`src/rtl/chunked_serial_adder_pkg.sv`:
```
// Shared definitions for the chunked serial adder/subtractor.
//
// Contents:
//   state_e   - FSM state encoding (IDLE, CALC, DONE)
//   numChunks - number of CHUNK-bit slices in a WIDTH-bit operand
//   cntWidth  - slice counter width, never narrower than one bit
package chunked_serial_adder_pkg;

    typedef enum logic [1:0] {
        IDLE = 2'd0,
        CALC = 2'd1,
        DONE = 2'd2
    } state_e;

    function automatic int numChunks(input int width, input int chunk);
        return width / chunk;
    endfunction

    // A single-slice configuration still needs a one-bit counter so that
    // the counter register and its compare stay well-formed.
    function automatic int cntWidth(input int nchunk);
        return (nchunk <= 1) ? 1 : $clog2(nchunk);
    endfunction

endpackage

```
`src/rtl/chunked_serial_adder_chunk_adder.sv`:
```
// One CHUNK-bit combinational ripple-carry slice built from full adders.
//
// Ports:
//   x, y      - CHUNK-bit slice operands
//   ci        - carry into bit 0
//   s         - CHUNK-bit slice sum
//   co        - carry out of the top bit
//   c_msb_in  - carry into the top bit (for signed overflow detection)
module chunk_adder #(
    parameter int CHUNK = 4
) (
    input  logic [CHUNK-1:0] x,
    input  logic [CHUNK-1:0] y,
    input  logic             ci,
    output logic [CHUNK-1:0] s,
    output logic             co,
    output logic             c_msb_in
);

    logic [CHUNK:0] carry;

    assign carry[0] = ci;

    for (genvar i = 0; i < CHUNK; i++) begin : g_fa
        assign s[i]       = x[i] ^ y[i] ^ carry[i];
        assign carry[i+1] = (x[i] & y[i]) | (x[i] & carry[i]) | (y[i] & carry[i]);
    end

    assign co       = carry[CHUNK];
    assign c_msb_in = carry[CHUNK-1];

endmodule

```
`src/rtl/chunked_serial_adder.sv`:
```
// Multi-cycle WIDTH-bit adder/subtractor that pushes one CHUNK-bit slice per
// clock through a single ripple slice. Optional accumulate mode feeds the
// held result back in as operand A.
//
// Ports:
//   clk, rst_n          - clock, asynchronous active-low reset
//   in_valid, in_ready  - operand handshake
//   a, b, cin           - operands and carry-in (cin ignored when subtracting)
//   sub                 - 1: A - B, 0: A + B + cin
//   acc_en              - 1: operand A is the held result register
//   out_valid, out_ready- result handshake
//   sum, cout, overflow - result, carry out of MSB (no-borrow when
//                         subtracting), signed overflow
module chunked_serial_adder
    import chunked_serial_adder_pkg::*;
#(
    parameter int WIDTH = 16,
    parameter int CHUNK = 4
) (
    input  logic             clk,
    input  logic             rst_n,
    input  logic             in_valid,
    output logic             in_ready,
    input  logic [WIDTH-1:0] a,
    input  logic [WIDTH-1:0] b,
    input  logic             cin,
    input  logic             sub,
    input  logic             acc_en,
    output logic             out_valid,
    input  logic             out_ready,
    output logic [WIDTH-1:0] sum,
    output logic             cout,
    output logic             overflow
);

    localparam int NCHUNK = numChunks(WIDTH, CHUNK);
    localparam int CNTW   = cntWidth(NCHUNK);
    localparam logic [CNTW-1:0] LAST_SLICE = CNTW'(NCHUNK - 1);

    state_e            state_q, state_d;
    logic [WIDTH-1:0]  opA_q, opA_d;
    logic [WIDTH-1:0]  opB_q, opB_d;
    logic              carry_q, carry_d;
    logic [CNTW-1:0]   count_q, count_d;
    logic [WIDTH-1:0]  sum_q, sum_d;
    logic              cout_q, cout_d;
    logic              overflow_q, overflow_d;

    int                sliceLsb;
    logic [CHUNK-1:0]  sliceA, sliceB, sliceSum;
    logic              sliceCo, sliceMsbIn;

    // The counter selects which slice of the captured operands feeds the
    // shared ripple slice this cycle.
    assign sliceLsb = int'(count_q) * CHUNK;
    assign sliceA   = opA_q[sliceLsb +: CHUNK];
    assign sliceB   = opB_q[sliceLsb +: CHUNK];

    chunk_adder #(
        .CHUNK(CHUNK)
    ) u_chunk (
        .x        (sliceA),
        .y        (sliceB),
        .ci       (carry_q),
        .s        (sliceSum),
        .co       (sliceCo),
        .c_msb_in (sliceMsbIn)
    );

    always_ff @(posedge clk or negedge rst_n) begin
        if (!rst_n) begin
            state_q    <= IDLE;
            opA_q      <= '0;
            opB_q      <= '0;
            carry_q    <= 1'b0;
            count_q    <= '0;
            sum_q      <= '0;
            cout_q     <= 1'b0;
            overflow_q <= 1'b0;
        end else begin
            state_q    <= state_d;
            opA_q      <= opA_d;
            opB_q      <= opB_d;
            carry_q    <= carry_d;
            count_q    <= count_d;
            sum_q      <= sum_d;
            cout_q     <= cout_d;
            overflow_q <= overflow_d;
        end
    end

    // Subtraction is A + ~B + 1, so capture inverts B and forces the
    // initial carry. In the final slice the carry into its top bit is the
    // carry into the word MSB, which gives signed overflow.
    always_comb begin
        state_d    = state_q;
        opA_d      = opA_q;
        opB_d      = opB_q;
        carry_d    = carry_q;
        count_d    = count_q;
        sum_d      = sum_q;
        cout_d     = cout_q;
        overflow_d = overflow_q;
        in_ready   = 1'b0;
        out_valid  = 1'b0;

        case (state_q)
            IDLE: begin
                in_ready = 1'b1;
                if (in_valid) begin
                    opA_d   = acc_en ? sum_q : a;
                    opB_d   = sub ? ~b : b;
                    carry_d = sub ? 1'b1 : cin;
                    count_d = '0;
                    state_d = CALC;
                end
            end
            CALC: begin
                sum_d[sliceLsb +: CHUNK] = sliceSum;
                carry_d = sliceCo;
                count_d = count_q + CNTW'(1);
                if (count_q == LAST_SLICE) begin
                    cout_d     = sliceCo;
                    overflow_d = sliceCo ^ sliceMsbIn;
                    state_d    = DONE;
                end
            end
            DONE: begin
                out_valid = 1'b1;
                if (out_ready) begin
                    state_d = IDLE;
                end
            end
            default: begin
                state_d = IDLE;
            end
        endcase
    end

    assign sum      = sum_q;
    assign cout     = cout_q;
    assign overflow = overflow_q;

endmodule

```
`config.mk`:
```
export PLATFORM = sky130hd
export DESIGN_NAME = chunked_serial_adder
export DESIGN_NICKNAME = d
export VERILOG_FILES = /design/src/rtl/chunked_serial_adder_pkg.sv /design/src/rtl/chunked_serial_adder_chunk_adder.sv /design/src/rtl/chunked_serial_adder.sv
export SDC_FILE = /design/constraint.sdc
export NUM_CORES = 1
export LEC_CHECK = 0
export ABC_CLOCK_PERIOD_IN_PS = 7200
export BUFFER_PORTS_ARGS = -buffer_cell sky130_fd_sc_hd__buf_4
export CAP_MARGIN = 40
export CORE_UTILIZATION = 45
export CTS_CLUSTER_SIZE = 16
export DETAILED_ROUTE_END_ITERATION = 10
export PLACE_DENSITY = 0.66
export SYNTH_ARGS = -nofsm -noshare
export SYNTH_HDL_FRONTEND = slang
export SYNTH_SLANG_ARGS = --single-unit
```
`constraint.sdc`:
```
create_clock -name clk -period 7.2 [get_ports clk]
set_clock_uncertainty 0.15 [all_clocks]
set_input_delay 1.08 -clock clk [delete_from_list [all_inputs] [get_ports clk]]
set_output_delay 1.08 -clock clk [all_outputs]
set_load 0.01 [all_outputs]
```
==> impl_metrics.json <==
{
  "status": "complete, no violations",
  "crit_path_start_kind": "flop",
  "grt_overflow": 0,
  "drtPass1Iterations": 4,
  "io_buffers": 58,
  "synthFlopType": "dfrtp_1",
  "dpl_worst_slack_ps": 3690,
  "cts.sinks": 55,
  "track_usage": 0.1965,
  "post-cts-setup-buffers": 0,
  "routabilityCongestion": 0.7874,
  "hold_end": "overflow",
  "finalNonFillerCells": 378,
  "cts_resized": 0,
  "dp.cells": 371,
  "mostFrequentLayoutCells": "59 x buf_4, 55 x dfrtp_1, 35 x nor2_1",
  "core_region_area_sq_um": 5991,
  "timing.final.crit_period_ps": 3498,
  "drive_gt1_frac": 0.2673,
  "hold_start": "overflow",
  "whs_ps": 351.2,
  "avgSynthCellArea_sq_um": 11.20,
  "min_delay_path_depth": 2,
  "power_density_nw_per_um2": 458.4,
  "clockBufferDepth": 2,
  "async_flop_share": 1.000,
  "synth.cell_area_sq_um": 2821,
  "fmax_mhz": 285.9,
  "antennaDiodeCount": 0,
  "path_max_fanout": 17,
  "hpwl_mm": 4.145,
  "nets": 352,
  "syn_to_final_growth_pct": 19.25,
  "clk_transition_reported_paths_ps": 90,
  "reg2reg_slack_ps": 3700,
  "setup_violations": 0,
  "crit_top_cell": "fa_1",
  "min_period_over_period": 0.4858,
  "end_kind": "flop",
  "vias_per_cell": 5.280,
  "synth_area_leader_cell": "dfrtp_1",
  "h-tree-depth": 2,
  "yosysWarnings": 0,
  "cp.arrival_ps": 3560,
  "setup_tns_ps": 0,
  "grt_pass1_vias": 1894,
  "tightest_slew_ps": 744.4,
  "grt_pass1_wl_mm": 9.487,
  "vdd_ir_drop_max_mv": 0.2614,
  "worst_r2r_endpoint": "sum[11]",
  "drc": 0,
  "cpPeakStageDelay_ps": 830,
  "rows": 28,
  "die_x_microns": 81.18,
  "finalHoldViolCount": 0,
  "io_pins": 59,
  "drt_iter0_markers": 111,
  "drv_slew": 0,
  "cts_hold_buf": 0,
  "wl_met2_mm": 2.743,
  "synth_seq_cells": 55,
  "maxUsedRoutingLayer": "met4",
  "rsz0062_at_grt": "false",
  "timing.final.ws_setup_ps": 3702,
  "grt_max_degree": 67,
  "cts_tree": "built",
  "synth_seq_area_share": 0.4878,
  "cts_buffers": 5,
  "met3_length_microns": 259,
  "crit_path_top_delay_cell": "dfrtp_1",
  "multiInputGateArea_sq_um": 1326,
  "die-area_sq_um": 6590,
  "yosysUniqueCellTypes": 31,
  "yosys-top-cells-area": "dfrtp_1 49%, mux4_2 6.4%, mux2i_1 6.0%, a21oi_1 5.7%, xnor2_1 5.0%",
  "antenna_found_initial": 0,
  "ff_latch_area_sq_um": 1376,
  "relSlewSlack": 0.5037,
  "yosysTopAreaCellShare": 0.4878,
  "layout.cells.most_common": "buf_4",
  "vias": 1996,
  "clock_latency_ps": 310,
  "r2r_cells": 9,
  "critPathKind": "reg -> reg",
  "die_h_microns": 81.18,
  "reg2reg_from": "count_q[0]",
  "critPathRequiredTime_ps": 7260,
  "root_buffer": "clkbuf_8",
  "routedWlPerCell_microns": 15.58,
  "syn_nets": 301,
  "synth_edf_count": 0,
  "synthCells": 252,
  "wl_met1_mm": 2.817,
  "fillers": 525,
  "total_power_uw": 1542,
  "hp-class": "reg -> reg",
  "drt_wl_total_mm": 5.891,
  "ant_nets": 0,
  "leakage_uw": 0.001544,
  "crit_path_cell_trace": "mux4_2, fa_1, inv_1, fa_1, fa_1, inv_1, fa_1, nand2b_1, o31ai_1",
  "drv_cap": 0,
  "start_util": 0.4710
}
-- flip-flops by register name, summed over array words and instances (netlist names) --
signal	flops
opA_q	16
opB_q	16
sum	16
count_q	2
state_q	2
carry_q	1
cout	1
overflow	1
-- synthesized netlist by cell type (all sizes together), types with 5 or more instances --
cell	count
dfrtp	55
nor2	35
a21oi	32
mux2i	17
nand2	17
xnor2	16
buf	14
inv	10
mux4	8
ha	6
o31ai	6
o41ai	6
nand3b	5
-- how the worst max path moves through the flow --
stage                     startpoint  endpoint  slack (ps)  depth (start not counted)
after floorplan           count_q[0]   sum[11]        4060                         10
after CTS                 count_q[0]   sum[11]        3660                          9
after global placement    count_q[0]    sum[7]        3780                          9
after global routing      count_q[0]   sum[11]        3500                          9
after detailed placement  count_q[0]   sum[11]        3690                          9
final                     count_q[0]   sum[11]        3700                          9
-- report_power, final --
part	switching (uW)	internal, uW	total (uW)
registers	137	449	586
clock network	93.0	75.7	169
logic	422	366	787
total	652	891	1540
-- cells by family after synthesis --
family | Yosys count | synth area share
AOI/OAI and AO/OA | 53 | 0.1166
xor gates and xnor gates | 17 | 0.05277
adders and majority gates | 10 | 0.05499
buffers and inverters | 25 | 0.04434
DFF | 55 | 0.4878
muxes | 27 | 0.1321
and+or+nand+nor | 65 | 0.1113
-- metal layers --
metal | global-route usage | vias to the layer above
li1 | - | 973
met1 | 0.2769 | 967
met2 | 0.3084 | 51
met3 | 0.03820 | 5
met4 | 0.05714 | 0
met5 | 0 | -
-- stage by stage --
stage / cell area (sq um) / util
2_1_floorplan: 2821 / -
3_3_place_gp: 3277 / 0.5470
3_5_place_dp: 3277 / 0.5470
4_1_cts: 3364 / 0.5616
5_1_grt: 3364 / 0.5616
6_report: 3364 / 0.5616
-- worst max-delay path, delay by kind of cell (launching register included) --
kind | cells | cell delay (ps)
DFF | 1 | 830
muxes | 1 | 610
and+or+nand+nor | 1 | 110
adders and majority gates | 4 | 1310
AOI/OAI and AO/OA | 1 | 250
buffers and inverters | 2 | 150
-- final cells by class --
class                   count  area share
inverters                  10     0.01116
multi-input cells         172      0.3942
repair buffers             59      0.1316
clock inverters             1    0.001488
well taps                  75     0.02789
flip-flops and latches     55      0.4091
clock buffers               6     0.02454
Power figures use the tool's default switching activity.
